File: config.mk
export PLATFORM = sky130hd
export DESIGN_NAME = matmul_engine
export DESIGN_NICKNAME = d
export VERILOG_FILES = /design/src/rtl/matmul_pkg.sv /design/src/rtl/mac_unit.sv /design/src/rtl/matmul_engine.sv
export SDC_FILE = /design/constraint.sdc
export NUM_CORES = 1
export LEC_CHECK = 0
export ABC_AREA = 1
export CAP_MARGIN = 20
export CORE_ASPECT_RATIO = 2
export CORE_MARGIN = 4
export CORE_UTILIZATION = 55
export CTS_CLUSTER_DIAMETER = 40
export DETAILED_ROUTE_END_ITERATION = 10
export GPL_TIMING_DRIVEN = 1
export PLACE_DENSITY = 0.91
export REMOVE_ABC_BUFFERS = 1
export SLEW_MARGIN = 20
export SYNTH_ARGS = -nofsm -noshare
export SYNTH_HDL_FRONTEND = slang
export SYNTH_SLANG_ARGS = --single-unit
File: constraint.sdc
create_clock -name clk -period 4.94 [get_ports clk]
set_clock_uncertainty 0.2 [all_clocks]
set_input_delay 0.988 -clock clk [delete_from_list [all_inputs] [get_ports clk]]
set_output_delay 0.988 -clock clk [all_outputs]
set_load 0.03 [all_outputs]
File: src/rtl/matmul_pkg.sv
// Shared definitions for the matrix-multiply sequencer.
// Latency: n/a (types, constants and a constant function only).
// Backpressure: n/a.
package matmul_pkg;

  localparam int DEF_N = 2;
  localparam int DEF_W = 8;

  typedef enum logic [2:0] {
    IDLE  = 3'd0,
    READ  = 3'd1,
    ACC   = 3'd2,
    WRITE = 3'd3,
    DONE  = 3'd4
  } state_e;

  // Ceiling log2, usable in parameter expressions.
  function automatic int clog2(input int value);
    int r;
    r = 0;
    for (int b = 0; b < 32; b++) begin
      if ((1 << r) < value) r++;
    end
    return r;
  endfunction

endpackage

File: src/rtl/mac_unit.sv
// Unsigned W x W multiply feeding a CW-bit accumulator register.
// Latency: product is folded into acc_o on the edge where en_i is high.
// Backpressure: none; clr_i has priority over en_i.
module mac_unit #(
  parameter int W  = 8,
  parameter int CW = 17
) (
  input  logic          clk,
  input  logic          rst,
  input  logic          clr_i,
  input  logic          en_i,
  input  logic [W-1:0]  a_i,
  input  logic [W-1:0]  b_i,
  output logic [CW-1:0] acc_o
);

  logic [2*W-1:0] prod;
  logic [CW-1:0]  acc_q;
  logic [CW-1:0]  acc_d;

  assign prod = {{W{1'b0}}, a_i} * {{W{1'b0}}, b_i};

  // Next accumulator value: clear wins, otherwise add the zero-extended product.
  always_comb begin
    acc_d = acc_q;
    if (clr_i) begin
      acc_d = '0;
    end else if (en_i) begin
      acc_d = acc_q + CW'(prod);
    end
  end

  // Accumulator register, cleared asynchronously by reset.
  always_ff @(posedge clk or negedge rst) begin
    if (!rst) begin
      acc_q <= '0;
    end else begin
      acc_q <= acc_d;
    end
  end

  assign acc_o = acc_q;

endmodule

File: src/rtl/matmul_engine.sv
// Sequencer computing C = A x B for N x N unsigned matrices held in memories.
// Latency: each C element takes 2N+1 cycles; done pulses one cycle after the last write.
// Backpressure: none; memories are assumed to accept every strobe, start is ignored while busy.
module matmul_engine
  import matmul_pkg::*;
#(
  parameter int N  = DEF_N,
  parameter int W  = DEF_W,
  parameter int AW = 6,
  parameter int CW = 2 * W + clog2(N)
) (
  input  logic          clk,
  input  logic          rst,
  input  logic          start,
  output logic          busy,
  output logic          done,
  output logic          rd_en_a,
  output logic [AW-1:0] rd_addr_a,
  input  logic [W-1:0]  rd_data_a,
  output logic          rd_en_b,
  output logic [AW-1:0] rd_addr_b,
  input  logic [W-1:0]  rd_data_b,
  output logic          wr_en_c,
  output logic [AW-1:0] wr_addr_c,
  output logic [CW-1:0] wr_data_c
);

  // Index counters need at least one bit even for degenerate N.
  localparam int IW = (clog2(N) < 1) ? 1 : clog2(N);
  localparam logic [IW-1:0] LAST = IW'(N - 1);

  state_e        state_q, state_d;
  logic [IW-1:0] i_q, i_d;
  logic [IW-1:0] j_q, j_d;
  logic [IW-1:0] k_q, k_d;
  logic          mac_clr;
  logic          mac_en;
  logic [CW-1:0] acc;

  mac_unit #(
    .W  (W),
    .CW (CW)
  ) u_mac (
    .clk   (clk),
    .rst   (rst),
    .clr_i (mac_clr),
    .en_i  (mac_en),
    .a_i   (rd_data_a),
    .b_i   (rd_data_b),
    .acc_o (acc)
  );

  // Next-state and counter logic; the accumulator is steered through mac_clr/mac_en.
  always_comb begin
    state_d = state_q;
    i_d     = i_q;
    j_d     = j_q;
    k_d     = k_q;
    mac_clr = 1'b0;
    mac_en  = 1'b0;
    case (state_q)
      IDLE: begin
        if (start) begin
          i_d     = '0;
          j_d     = '0;
          k_d     = '0;
          mac_clr = 1'b1;
          state_d = READ;
        end
      end
      READ: begin
        state_d = ACC;
      end
      ACC: begin
        // Read data from the READ cycle is valid now.
        mac_en = 1'b1;
        if (k_q == LAST) begin
          state_d = WRITE;
        end else begin
          k_d     = k_q + 1'b1;
          state_d = READ;
        end
      end
      WRITE: begin
        mac_clr = 1'b1;
        k_d     = '0;
        if (i_q == LAST && j_q == LAST) begin
          state_d = DONE;
        end else begin
          if (j_q == LAST) begin
            j_d = '0;
            i_d = i_q + 1'b1;
          end else begin
            j_d = j_q + 1'b1;
          end
          state_d = READ;
        end
      end
      DONE: begin
        state_d = IDLE;
      end
      default: begin
        state_d = IDLE;
      end
    endcase
  end

  // State and index registers; reset returns to IDLE with zeroed counters.
  always_ff @(posedge clk or negedge rst) begin
    if (!rst) begin
      state_q <= IDLE;
      i_q     <= '0;
      j_q     <= '0;
      k_q     <= '0;
    end else begin
      state_q <= state_d;
      i_q     <= i_d;
      j_q     <= j_d;
      k_q     <= k_d;
    end
  end

  // Moore outputs decoded from registered state and counters.
  assign busy      = (state_q != IDLE);
  assign done      = (state_q == DONE);
  assign rd_en_a   = (state_q == READ);
  assign rd_en_b   = (state_q == READ);
  assign wr_en_c   = (state_q == WRITE);
  assign rd_addr_a = AW'(i_q) * AW'(N) + AW'(k_q);
  assign rd_addr_b = AW'(k_q) * AW'(N) + AW'(j_q);
  assign wr_addr_c = AW'(i_q) * AW'(N) + AW'(j_q);
  assign wr_data_c = acc;

endmodule

==> results of run 1 <==
==> worst max-delay path by stage <==
stage,endpoint,slack [ns],cells past startpoint
after detailed placement,u_mac.acc_o[13],-0.50,19
after CTS,u_mac.acc_o[14],-0.007,20
after global routing,u_mac.acc_o[13],-0.09,18
after floorplan,u_mac.acc_o[13],0.47,18
after global placement,u_mac.acc_o[13],-0.44,19
final,u_mac.acc_o[13],0.08,18
==> worst max-delay path, stage by stage <==
cell	delay, ns
dlygate4sd2_1	0.39
nand2_1	0.15
fa_1	0.57
inv_1	0.08
fa_1	0.51
inv_1	0.05
fa_1	0.47
fa_1	0.50
inv_1	0.07
ha_4	0.29
buf_4	0.11
nand2_1	0.12
nor2_2	0.17
nand3_2	0.09
nand3_2	0.09
nand2_1	0.05
nand2_1	0.05
o21ai_1	0.07
==> repair_timing <==
item | in CTS | in global routing
endpoints found under the hold margin | 0 | 0
cloned | 0 | 0
setup endpoints to repair | 10 | 11
gates resized for setup | 28 | 49
pin swaps | 2 | 27
buffers inserted | 1 | 2
==> cells in the mapped netlist, drive strengths merged, types with 2 or more instances <==
master / instances / share of area, %
ha: 38 / 12
o21ai: 14 / 2.2
o22ai: 3 / 0.79
buf: 21 / 3.9
fa: 50 / 25
nand4: 3 / 0.63
nand3: 18 / 2.4
nor3: 3 / 0.66
a21oi: 9 / 1.1
xnor2: 3 / 0.66
a21boi: 2 / 0.38
nand2: 153 / 15
clkbuf: 15 / 1.4
inv: 174 / 17
nor2: 16 / 1.7
dfrtp: 23 / 15
==> sequential cells by signal (all words and copies together), names as in the netlist <==
signal,cells
u_mac.acc_o,17
state_q,3
i_q,1
j_q,1
k_q,1
==> area by class of cell <==
| cell class | instances | area [µm²] | share of cell area [%] |
|---|---|---|---|
| well taps | 90 | 113 | 2.32 |
| multi-input cells | 328 | 2760 | 56.7 |
| clock buffers | 3 | 75.1 | 1.54 |
| inverters | 174 | 656 | 13.5 |
| clock inverters | 1 | 7.51 | 0.154 |
| flip-flops and latches | 23 | 576 | 11.8 |
| repair buffers | 77 | 677 | 13.9 |
==> cells by family (layout without fill, tap and decap cells) <==
kind of cell,after synthesis,after routing
XOR/XNOR,4,4
other,1,12
buffers and inverters,210,255
AND/OR/NAND/NOR,194,194
flip-flops,23,23
AO/OA/AOI/OAI,30,30
adder cells (fa/ha/maj),88,88
==> stage by stage <==
step | utilization [%] | power, mW | area, µm² | cells
after floorplan | - | 2.05 | 3780 | 525
after global placement | 65.3 | 2.78 | 4570 | 689
after detailed placement | 65.3 | 2.88 | 4570 | 689
after CTS | 67.5 | 3.30 | 4720 | 694
after global routing | 69.5 | 4.04 | 4860 | 696
final | 69.5 | 3.69 | 4860 | 696
==> power by group <==
part           leakage [nW]  switching (mW)  total [mW]  internal (mW)
clock network        0.0371          0.0780       0.188          0.110
registers             0.299          0.0757       0.343          0.267
logic                  2.62            1.89        3.16           1.27
total                  2.95            2.04        3.69           1.65
==> layer usage <==
metal | track usage (%) | vias up | routed length, µm
met5 | 0 | - | 0
li1 | - | 1652 | -
met1 | 25.9 | 1723 | 3530
met3 | 4.56 | 62 | 593
met2 | 49.5 | 172 | 6220
met4 | 18.6 | 0 | 741
==> results.md, run 1 <==
* Mux cell area share after synthesis at 0%
* Die ar. at 8690 µm²
* DRT Wirelength at 11100 µm
* DR vias at 3609
* CP arrival at 4.82 ns
* Clock Sinks at 23
* Worst min-delay path endpoint: u_mac.acc_o[14]
* Slew of the pin with the lowest slew margin at 0.806 ns
* Post-Syn Area at 3950 µm²
* XOR/XNOR Fraction of Synth Area at 0.886%
* Area Growth Syn to Fin at 23.0%
* Slew HR at 46.1%
* Clock Tree Buf Depth at 2
* Leak at 2.95 nW
* Largest net degree at the start of global routing at 24
* Slew Limit Fails at 0
* Pre-CTS worst setup slack at -0.500 ns
* H-tree depth at 1
* Fillcell total at 499
* Fin worst setup slack at 0.0752 ns
* Cell depth of the worst hold path at 2
* Fraction of layout cells with a size suffix above 1 at 15.8%
* Overall routing resource usage at 27.1%
* Vias per cell at 5.19
* Drt first pass iters at 5
* Crit path kind: input pin to register
* Wirelength per Cell at 15.9 µm
* Worst EP required at 4.89 ns
* Worst reg2reg startpoint: u_mac.acc_o[6]
* CTS root buf: clkbuf_16
* Post-CTS Hold Buffers at 0
* Nets@finish at 714
* Die Wd at 67.9 µm
* Synth Area in Adders at 37.4%
* Diode count at 0
* Skew-Pair Late Insertion Delay at 0.26 ns
* Worst setup EP type: register
* TritonCTS clock tree: yes
* CORE AREA at 6990 µm²
* Commonest non-fill, non-tap cell in the layout: inv_1
* Initial antenna violation count at 0
* Worst R2R Setup Slack at 0.88 ns
* Synth Area in Simple Gates at 20.3%
* # rows at 43
* Worst r2r path cells at 17
* PortBufs at 46
* Synth Instances at 550
* TNS Setup at 0 ns
* Largest family of logic cells by synthesized area: adder cells
* I/O Pins at 59
* Die H at 128 µm
* DR iter-0 viols at 273
* Async SR Flop Fraction at 100%
* Compound-gate portion of the synthesized area at 4.84%
* Yosys Warn Count at 0
* Worst min-delay path class: register to register
* Netlist cell types at 31
* DRC at 0
* CP startpoint kind: input pin
* #FFs+latches synth at 23
* Ys flop type: dfrtp_1
* Status: completed
* HPWL Detailed at 8530 µm
* Maximum clock rate at 206 MHz
* CTS Buf Count at 3
* Setup violations, final at 0
* Hold_sp: u_mac.acc_o[14]
* CP Max Fanout at 7
* Global-route wire length before repair at 17900 µm
* Worst reg2reg path endpoint: u_mac.acc_o[13]
* Worst hold margin at 0.335 ns
* Sequential fraction of the synthesis area at 14.6%
* Post-route ant nets at 0
* Starting Density at 56.5%
* Crit path from: rd_data_a[6]
* Worst-path clk slew at 0.07 ns
* Vias in the first global route at 4000
* Max IR drop VDD at 0.478 mV
* Grt ovf at 0
* Highest-count cells in the layout ignoring fill and taps: 167 x inv_1, 137 x nand2_1, 50 x fa_1
* Crit share post-route at 98.5%
* Final hold violation count at 0
* RD Place Congestion at 0.939
* Min Clock Period, post-route at 4.86 ns
* Pwr Density at 759 nW/µm²
* Number of synthesized flops with an enable pin at 0
* Post-synthesis area per instance at 7.19 µm²
* Max-cap viol count at 0
(Power assumes the default switching activity.)
==> inputs of run 2 (changes only) <==
Settings changed: MAX_ROUTING_LAYER set to met4, REMOVE_ABC_BUFFERS 1 to not set, SETUP_SLACK_MARGIN set to 0.4.
==> run 2 against run 1 <==
Against the previous run: global-route usage is 1.1 points lower; fmax is 7.5% higher; design area is 4.5% higher; sequential share of layout area is 0.51 points lower; flip-flop and latch count stayed put; die area stayed put.
==> results.md, run 2 (synthesized netlist as in run 1, its figures left out) <==
* CP startpoint kind: input pin (unchanged)
* Die Wd at 67.9 µm (unchanged)
* Crit share post-route at 91.6% (was 98.5%)
* Clock Tree Buf Depth at 2 (unchanged)
* Clock Sinks at 23 (unchanged)
* Die ar. at 8690 µm² (unchanged)
* Starting Density at 56.5% (unchanged)
* Min Clock Period, post-route at 4.53 ns (was 4.86 ns)
* Post-route ant nets at 0 (unchanged)
* Largest net degree at the start of global routing at 24 (unchanged)
* Maximum clock rate at 221 MHz (was 206 MHz)
* Delay of the slowest critical-path stage at 0.57 ns (about the same)
* RSZ-0062 raised after global routing: yes
* Highest-count cells in the layout ignoring fill and taps: 151 x inv_1, 111 x nand2_1, 41 x fa_1 (was 167 x inv_1, 137 x nand2_1, 50 x fa_1)
* Die H at 128 µm (unchanged)
* Vias per cell at 5.20 (was 5.19)
* Slew Limit Fails at 0 (unchanged)
* Grt ovf at 0 (unchanged)
* DRT Wirelength at 11000 µm (was 11100 µm)
* DR vias at 3649 (was 3609)
* Worst EP required at 4.89 ns (about the same)
* Worst hold margin at 0.329 ns (was 0.335 ns)
* H-tree depth at 1 (unchanged)
* Layout Cells excl Fill at 702 (was 696)
* CORE AREA at 6990 µm² (unchanged)
* Cells along the critical path: buf_6 -> buf_6 -> nand2_2 -> inv_2 -> fa_2 -> fa_1 -> fa_1 -> inv_2 -> fa_1 -> inv_2 -> ha_4 -> nand2_4 -> inv_1 -> nand2_2 -> nand2_1 -> nand2_1 -> nand3_1 -> nand2_1 -> nand3_1 -> nand2_1 (was dlygate4sd2_1 -> nand2_1 -> fa_1 -> inv_1 -> fa_1 -> inv_1 -> fa_1 -> fa_1 -> inv_1 -> ha_4 -> buf_4 -> nand2_1 -> nor2_2 -> nand3_2 -> nand3_2 -> nand2_1 -> nand2_1 -> o21ai_1)
* Final hold violation count at 0 (unchanged)
* PortBufs at 46 (unchanged)
* # rows at 43 (unchanged)
* Setup violations, final at 0 (unchanged)
* Skew-Pair Late Insertion Delay at 0.26 ns (about the same)
* Commonest non-fill, non-tap cell in the layout: inv_1 (unchanged)
* Fraction of layout cells with a size suffix above 1 at 27.1% (was 15.8%)
* RD Place Congestion at 0.905 (was 0.939)
* Worst path top cell family by delay: adder cells (unchanged)
* CTS root buf: clkbuf_16 (unchanged)
* WP buf/inv at 6 (was 5)
* Largest register FFs at 17 (unchanged)
* HPWL Detailed at 8310 µm (was 8530 µm)
* Status: completed (unchanged)
* Drt first pass iters at 5 (unchanged)
* CP Max Fanout at 5 (was 7)
* DRC at 0 (unchanged)
* Worst min-delay path class: register to register (unchanged)
* Worst-path clk slew at 0.07 ns (about the same)
* Wirelength per Cell at 15.7 µm (was 15.9 µm)
* CP arrival at 4.48 ns (was 4.82 ns)
* I/O Pins at 59 (unchanged)
* Worst path slowest cell: fa_2 (was fa_1)
* Most common cell on crit path: nand2_1
* Slew of the pin with the lowest slew margin at 0.770 ns (was 0.806 ns)
* Nets@finish at 720 (was 714)
* Diode count at 0 (unchanged)
* Crit path kind: input pin to register (unchanged)
* Overall routing resource usage at 26.0% (was 27.1%)
* Worst setup EP type: register (unchanged)
* DR iter-0 viols at 262 (was 273)
* Max-cap viol count at 0 (unchanged)
* Global-route wire length before repair at 17000 µm (was 17900 µm)
* Slew HR at 48.5% (was 46.1%)
* CTS Buf Count at 3 (unchanged)
* Initial antenna violation count at 0 (unchanged)
* TritonCTS clock tree: yes (unchanged)
* Vias in the first global route at 3854 (was 4000)
* Post-CTS Hold Buffers at 0 (unchanged)
* Area Growth Syn to Fin at 28.5% (was 23.0%)
* Placed cell count at 692 (was 689)
[run 2: tightest hold or removal path, stage by stage, from the launching register on]
cell and delay [ns]:
dfrtp_1 0.38, nand2_1 0.06, nand2_1 0.06
[run 2: what timing repair did]
item,4_1_cts,5_1_grt
pin swaps,43,61
endpoints found under the setup margin,13,11
setup buffers,3,3
endpoints found under the hold margin,0,0
gates resized for setup,106,96
[run 2: stage by stage]
step	util, %	setup TNS (ns)	area [µm²]	setup WS, ns
after floorplan	-	0	4120	0.409
after global placement	66.7	-3.02	4660	-0.354
after detailed placement	66.7	-3.96	4660	-0.426
after CTS	70.0	0	4900	0.400
after global routing	72.6	0	5080	0.308
final	72.6	0	5080	0.414
[run 2: path summary, 6_finish.rpt]
| check | startpoint | to | slack, ns | cells after the start |
|---|---|---|---|---|
| hold / removal | u_mac.acc_o[14] | u_mac.acc_o[14] | 0.33 | 2 |
| setup / recovery | rd_data_a[5] | u_mac.acc_o[15] | 0.41 | 20 |
| min in group asynchronous | rst | u_mac.acc_o[2] | 0.51 | 1 |
| hold reg to reg | u_mac.acc_o[14] | u_mac.acc_o[14] | 0.33 | 2 |
| max in group asynchronous | rst | u_mac.acc_o[4] | 3.64 | 1 |
| setup reg to reg | u_mac.acc_o[6] | u_mac.acc_o[13] | 0.91 | 18 |
[run 2: layer usage]
metal	part of all wire [%]	global-route usage, %	vias up
met2	57	47.9	173
met4	6.6	13.2	0
met5	0	-	-
met1	33	26.2	1752
met3	4.2	1.67	64
li1	-	-	1660
[run 2: final cells by class]
type	count	area (µm²)
clock buffer	3	75.1
clock inverter	1	7.51
fill	461	1920
inverter	174	658
multi-input combinational	328	2910
sequential	23	576
tap	90	113
timing repair buffer	83	739
Power of run 2 is left out: the tool's default activity adds up to more than one toggle a clock period on the data nets, which glitch-free logic cannot reach.
==> inputs of run 3 (changes only) <==
Settings changed: SKIP_LAST_GASP set to 1.
==> results of run 3 <==
No change in the layout: final DEF, timing and power equal those of run 2.
Power of run 3 is left out for the same reason.
